**src/rtl/pc_trace_pkg.sv**
```systemverilog
// pc_trace_pkg: shared state encoding and width helpers for the PC trace monitor
// Contents:
//   pc_trace_state_e  monitor FSM states
//   ptr_w(depth)      history pointer / index width
//   cnt_w(depth)      width able to hold 0..depth valid-entry counts
package pc_trace_pkg;

    typedef enum logic [1:0] {
        IDLE,
        RUN,
        HALTED,
        TIMEOUT
    } pc_trace_state_e;

    function automatic int ptr_w(input int depth);
        return $clog2(depth);
    endfunction

    function automatic int cnt_w(input int depth);
        return $clog2(depth + 1);
    endfunction

endpackage

```
**src/rtl/trace_ram.sv**
```systemverilog
// trace_ram: DEPTH x WIDTH history store, one sync write port, one registered read-old-data port
// Ports:
//   clk_i    clock
//   rst_n_i  sync active-low reset, clears only the read data register
//   we_i     write enable
//   waddr_i  write address
//   wdata_i  write data
//   raddr_i  read address, sampled every edge
//   rdata_o  registered read data (old contents on same-address write)
module trace_ram
    import pc_trace_pkg::*;
#(
    parameter int DEPTH = 16,
    parameter int WIDTH = 32
) (
    input  logic                      clk_i,
    input  logic                      rst_n_i,
    input  logic                      we_i,
    input  logic [ptr_w(DEPTH)-1:0]   waddr_i,
    input  logic [WIDTH-1:0]          wdata_i,
    input  logic [ptr_w(DEPTH)-1:0]   raddr_i,
    output logic [WIDTH-1:0]          rdata_o
);

    logic [WIDTH-1:0] mem_q [DEPTH];
    logic [WIDTH-1:0] rdata_q;

    always_ff @(posedge clk_i) begin
        if (we_i) mem_q[waddr_i] <= wdata_i;
    end

    // Read port samples the array before this edge's write lands
    always_ff @(posedge clk_i) begin
        rdata_q <= !rst_n_i ? '0 : mem_q[raddr_i];
    end

    assign rdata_o = rdata_q;

endmodule

```
**src/rtl/pc_trace_monitor.sv**
```systemverilog
// pc_trace_monitor: PC history, cycle counting and halt/timeout detection for a single-cycle core
// Ports:
//   clk_i          clock
//   rst_n_i        sync active-low reset (beats clear_i and en_i)
//   clear_i        sync soft clear back to IDLE
//   en_i           capture enable (core running)
//   pc_in_i        observed PC
//   rd_idx_i       history index, 0 = most recent capture
//   rd_pc_o        registered history data for rd_idx_i
//   rd_valid_o     registered rd_idx_i < count_o
//   count_o        valid history entries, saturates at DEPTH
//   cycle_count_o  captures since reset/clear
//   running_o      state == RUN
//   halted_o       state == HALTED
//   timeout_o      state == TIMEOUT
module pc_trace_monitor
    import pc_trace_pkg::*;
#(
    parameter int PC_WIDTH    = 32,
    parameter int DEPTH       = 16,
    parameter int MAX_CYCLES  = 100,
    parameter int STALL_LIMIT = 4,
    parameter int CNT_WIDTH   = 32
) (
    input  logic                      clk_i,
    input  logic                      rst_n_i,
    input  logic                      clear_i,
    input  logic                      en_i,
    input  logic [PC_WIDTH-1:0]       pc_in_i,
    input  logic [ptr_w(DEPTH)-1:0]   rd_idx_i,
    output logic [PC_WIDTH-1:0]       rd_pc_o,
    output logic                      rd_valid_o,
    output logic [cnt_w(DEPTH)-1:0]   count_o,
    output logic [CNT_WIDTH-1:0]      cycle_count_o,
    output logic                      running_o,
    output logic                      halted_o,
    output logic                      timeout_o
);

    localparam int PW = ptr_w(DEPTH);
    localparam int CW = cnt_w(DEPTH);
    localparam int SW = $clog2(STALL_LIMIT) + 1;

    pc_trace_state_e     state_q, state_d;
    logic [PW-1:0]       wr_ptr_q, wr_ptr_d;
    logic [CW-1:0]       count_q, count_d;
    logic [CNT_WIDTH-1:0] cyc_q, cyc_d;
    logic [SW-1:0]       stall_q, stall_d;
    logic [PC_WIDTH-1:0] last_pc_q, last_pc_d;
    logic                seen_q, seen_d;
    logic                rd_valid_q;

    logic                capture, pc_eq, halt_hit, time_hit;
    logic [CNT_WIDTH-1:0] cyc_inc;
    logic [PW-1:0]       rd_addr;

    assign capture  = state_q == RUN && en_i && !clear_i;
    // seen_q keeps the first capture after reset/clear from matching a stale last_pc
    assign pc_eq    = seen_q && pc_in_i == last_pc_q;
    assign cyc_inc  = &cyc_q ? cyc_q : cyc_q + CNT_WIDTH'(1);
    assign halt_hit = pc_eq && (int'(stall_q) + 1 == STALL_LIMIT - 1);
    assign time_hit = cyc_inc == CNT_WIDTH'(MAX_CYCLES);
    assign rd_addr  = wr_ptr_q - PW'(1) - rd_idx_i;

    always_comb begin
        state_d   = state_q;
        wr_ptr_d  = wr_ptr_q;
        count_d   = count_q;
        cyc_d     = cyc_q;
        stall_d   = stall_q;
        last_pc_d = last_pc_q;
        seen_d    = seen_q;
        if (clear_i) begin
            state_d   = IDLE;
            wr_ptr_d  = '0;
            count_d   = '0;
            cyc_d     = '0;
            stall_d   = '0;
            last_pc_d = '0;
            seen_d    = 1'b0;
        end else if (state_q == IDLE && en_i) begin
            state_d = RUN;
        end else if (capture) begin
            wr_ptr_d  = wr_ptr_q + PW'(1);
            count_d   = count_q == CW'(DEPTH) ? count_q : count_q + CW'(1);
            cyc_d     = cyc_inc;
            stall_d   = pc_eq ? stall_q + SW'(1) : '0;
            last_pc_d = pc_in_i;
            seen_d    = 1'b1;
            // Halt outranks a timeout landing on the same capture
            state_d   = halt_hit ? HALTED : time_hit ? TIMEOUT : RUN;
        end
    end

    always_ff @(posedge clk_i) begin
        if (!rst_n_i) begin
            state_q    <= IDLE;
            wr_ptr_q   <= '0;
            count_q    <= '0;
            cyc_q      <= '0;
            stall_q    <= '0;
            last_pc_q  <= '0;
            seen_q     <= 1'b0;
            rd_valid_q <= 1'b0;
        end else begin
            state_q    <= state_d;
            wr_ptr_q   <= wr_ptr_d;
            count_q    <= count_d;
            cyc_q      <= cyc_d;
            stall_q    <= stall_d;
            last_pc_q  <= last_pc_d;
            seen_q     <= seen_d;
            rd_valid_q <= CW'(rd_idx_i) < count_q;
        end
    end

    trace_ram #(
        .DEPTH (DEPTH),
        .WIDTH (PC_WIDTH)
    ) u_ram (
        .clk_i   (clk_i),
        .rst_n_i (rst_n_i),
        .we_i    (capture && rst_n_i),
        .waddr_i (wr_ptr_q),
        .wdata_i (pc_in_i),
        .raddr_i (rd_addr),
        .rdata_o (rd_pc_o)
    );

    assign rd_valid_o    = rd_valid_q;
    assign count_o       = count_q;
    assign cycle_count_o = cyc_q;
    assign running_o     = state_q == RUN;
    assign halted_o      = state_q == HALTED;
    assign timeout_o     = state_q == TIMEOUT;

endmodule
```
**config.mk**
```make
export PLATFORM = sky130hd
export DESIGN_NAME = pc_trace_monitor
export DESIGN_NICKNAME = d
export VERILOG_FILES = /design/src/rtl/pc_trace_pkg.sv /design/src/rtl/trace_ram.sv /design/src/rtl/pc_trace_monitor.sv
export SDC_FILE = /design/constraint.sdc
export NUM_CORES = 1
export LEC_CHECK = 0
export ABC_AREA = 1
export CORE_AREA = 2 2 240 242
export CTS_CLUSTER_DIAMETER = 200
export CTS_CLUSTER_SIZE = 10
export DETAILED_ROUTE_END_ITERATION = 8
export DIE_AREA = 0 0 242 244
export GPL_TIMING_DRIVEN = 0
export PLACE_DENSITY = 0.74
export SLEW_MARGIN = 20
export SYNTH_ARGS = -nofsm -noshare
export SYNTH_HDL_FRONTEND = slang
export SYNTH_SLANG_ARGS = --single-unit
export TNS_END_PERCENT = 100
```
**constraint.sdc**
```tcl
create_clock -name clk_i -period 4.4 [get_ports clk_i]
set_input_delay 0.44 -clock clk_i [delete_from_list [all_inputs] [get_ports clk_i]]
set_output_delay 0.44 -clock clk_i [all_outputs]
set_load 0.02 [all_outputs]
```
==> flow_summary.toml <==
[status]
status = "complete, no violations"

[pwr]
power_density_nw_per_um2 = 422
ir_drop_mv = 0.259
p_leak_nw = 10.3

[layout]
final_cell_count_no_fill = 3250
design_area_sq_um = 30600
area_delta_synth_final_pct = 18.9
fillers = 4616
fin_nets = 2490
drive_gt1_share_pct = 8.99

[logic_synthesis]
syn_inst = 2228
syn_area_per_cell_sq_um = 11.6
yosysTopAreaCell = "edfxtp_1"
ys_types = 43
yosysSeqAreaShare_pct = 68.4
synth_fp_nets = 2284
syn_area_sq_um = 25800
synth.top_cell.area_share_pct = 59.7
ys_top_cells_by_area = "edfxtp_1 60%, dfxtp_1 8.7%, nor2_1 8.6%, o21ai_0 4.4%, o32ai_1 4.4%"
ys_seq_elements = 624
yosys_warnings = 0

[global_routing]
grt_usage_pct = 24.6
grtUsageMet3_pct = 4.40
antenna_found_initial = 4
grt_pass1_vias = 19000
grt_pass1_wl_microns = 110000
grt-ovfl-total = 0
met1_usage_pct = 29.2
grt_max_degree = 22
grt_busiest_layer = "met2"
grt_util_met2_pct = 42.7

[sta]
worst_pin_slew_ns = 1.02
finalCriticalPeriod_ns = 3.60
drv_slew = 0
hold_viol_final = 0
hold_ws_ns = 0.472
max_slew_margin_pct = 31.5
finalWorstSetupSlack_ns = 0.797
setup_viol = 0
fmaxAchievable_mhz = 278
min_period_over_period_pct = 81.9
rsz0062_at_grt = "no"
worst_clock_skew_ns = 0.0195

[detailed_routing]
drt_wl_total_microns = 73300
ant_nets = 0
vias_per_cell = 5.77
drt_iter0_drc = 2022
drt-pass1-iter-count = 6
drc = 0
wire_per_inst_microns = 22.5
vias = 18800

[setup_path]
reg2reg_depth = 9
cp_top_family = "buffers and inverters"
worst-path-max-fanout = 10
cp_data_arrival_time_ns = 4.07
worstPathCellList = "clkdlybuf4s50_1 -> inv_1 -> ha_1 -> fa_1 -> clkbuf_1 -> clkbuf_1 -> o21ai_0 -> o32ai_1 -> mux2_1 -> o21ai_0 -> nor2_1"
cp-start-kind = "input port"
slowest_delay_ns = 0.68
crit_required_ns = 4.87
crit_buf_inv = 4
crit_path_end_kind = "flop"
cpMaxStageDelayCell = "fa_1"
path_depth = 11
crit_type = "in -> reg"

[floorplanning]
core_area_sq_um = 56200
rows = 87
die_area_sq_um = 59000
initial_core_util_pct = 45.9
ioPinCount = 113
die_x_microns = 242
die_y_microns = 244

[place]
gp_congestion = 0.865
port_buffers = 112
placed_cell_area_sq_um = 28500
place_hpwl_microns = 49900
dp_slack_ns = 0.375
placed_cells = 3116

[clock_tree]
cts_hold_buf = 0
insertion_delay_ns = 0.60
cts-root-buf = "clkbuf_16"
numCtsBuffers = 72
postCtsResizedCells = 0
postCtsSetupBuffers = 0
cts_tree = "built"
h-tree-depth = 3
clkTransAtPathRegs_ns = 0.06
cts_buffer_depth = 3
cts_num_sinks = 624

[hold_path]
hold_class = "reg -> reg"
whs_path_depth = 2

[flow_run]
drv_cap = 0
[path summary, 6_finish.rpt]
| path | startpoint | to | slack, ns |
|---|---|---|---|
| setup reg to reg | wr_ptr_q[0] | u_ram.rdata_o[16] | 0.81 |
| hold reg to reg | last_pc_q[10] | last_pc_q[10] | 0.47 |
| hold / removal | last_pc_q[10] | last_pc_q[10] | 0.47 |
| setup / recovery | rd_idx_i[0] | u_ram.rdata_o[16] | 0.80 |
[stage by stage]
stage	power, mW	utilization, %	setup TNS (ns)
floorplan	7.07	-	0
global placement	7.49	49.5	-479.39
detailed placement	7.52	50.7	0
CTS	12.9	54.5	0
global route	13.3	54.5	0
finish	12.9	54.5	0
[cell families after synthesis]
family	after synthesis	synth area share, %
mux	64	2.80
fa+ha+maj	16	0.806
xor+xnor	22	0.777
compound gates	428	10.4
simple gates	844	13.3
flops	624	68.4
buf+inv	230	3.55
[cells in the mapped netlist]
cell type    n
nor2_1     591
edfxtp_1   512
o21ai_0    229
nand2_1    154
o32ai_1    128
dfxtp_1    112
inv_1       99
clkbuf_1    88
mux2_2      55
nand3_1     51
a21oi_1     45
buf_2       25
ha_1        15
nand3b_1    13
nand4_1     13
xnor2_1     11
xor2_1      10
buf_1        9
mux2_1       9
o211ai_1     7
inv_2        6
nor2_2       4
nor3_1       4
o22ai_1      4
a211oi_1     3
a31oi_1      3
o31ai_1      3
or2_2        3
buf_6        2
nand2_2      2
nand2_4      2
nor2_4       2
nor2_8       2
o2111ai_1    2
o21bai_1     2
a21oi_2      1
and3_1       1
buf_4        1
fa_1         1
nor3_2       1
o21a_1       1
or2_1        1
xor2_2       1
[sequential cells by signal (all words and copies together), names as in the netlist]
register and cells:
state_q 2, u_ram.mem_q 512, wr_ptr_q 4, seen_q 1, stall_q 3, rd_valid_o 1
count_o 5, cycle_count_o 32, last_pc_q 32, u_ram.rdata_o 32
[layout make-up]
type / instances / area [sq um] / share of cell area [%]
flip-flops and latches: 624 / 17600 / 57.5
diodes: 2 / 5.00 / 0.0163
inverters: 105 / 394 / 1.29
clock buffers: 129 / 2120 / 6.93
repair buffers: 132 / 1650 / 5.39
clock inverters: 3 / 26.3 / 0.0858
multi-input cells: 1374 / 7350 / 24.0
well taps: 756 / 946 / 3.09
plain buffers: 125 / 519 / 1.69
[layer usage]
metal	routed length (microns)	vias up
met1	27200	9193
met5	25	-
met2	36300	963
met4	3460	4
met3	6270	217
li1	-	8378
[worst reg2reg max path: cells and delay by family, from the launching register on]
kind                     cells  cell delay (ns)
adder cells (fa/ha/maj)      2             0.92
multiplexers                 1             0.19
flip-flops                   1             0.36
AO/OA/AOI/OAI                3             0.48
AND/OR/NAND/NOR              1             0.34
buffers and inverters        2             1.18
[cells in the final DEF, fill, tap and decap left out, types with 3 or more instances in the layout]
master           count
nor2_1             575
edfxtp_1           512
o21ai_0            229
nand2_1            154
clkbuf_1           140
o32ai_1            128
dfxtp_1            112
clkdlybuf4s50_1    112
inv_1               99
clkbuf_16           77
mux2_2              55
nand3_1             51
a21oi_1             45
buf_2               25
nor2_4              18
buf_16              18
ha_1                15
nand4_1             13
nand3b_1            13
xnor2_1             11
xor2_1               9
buf_1                9
mux2_1               9
o211ai_1             7
inv_2                6
nor2_2               4
nor3_1               4
o22ai_1              4
a211oi_1             3
a31oi_1              3
o31ai_1              3
or2_2                3
[report_power, final]
part           leakage, nW  total, mW  switching, mW  internal [mW]
clock                 1.02       5.50           2.26           3.25
combinational         3.80      0.970          0.649          0.321
sequential            5.51       6.45         0.0196           6.43
(Power assumes the default switching activity.)
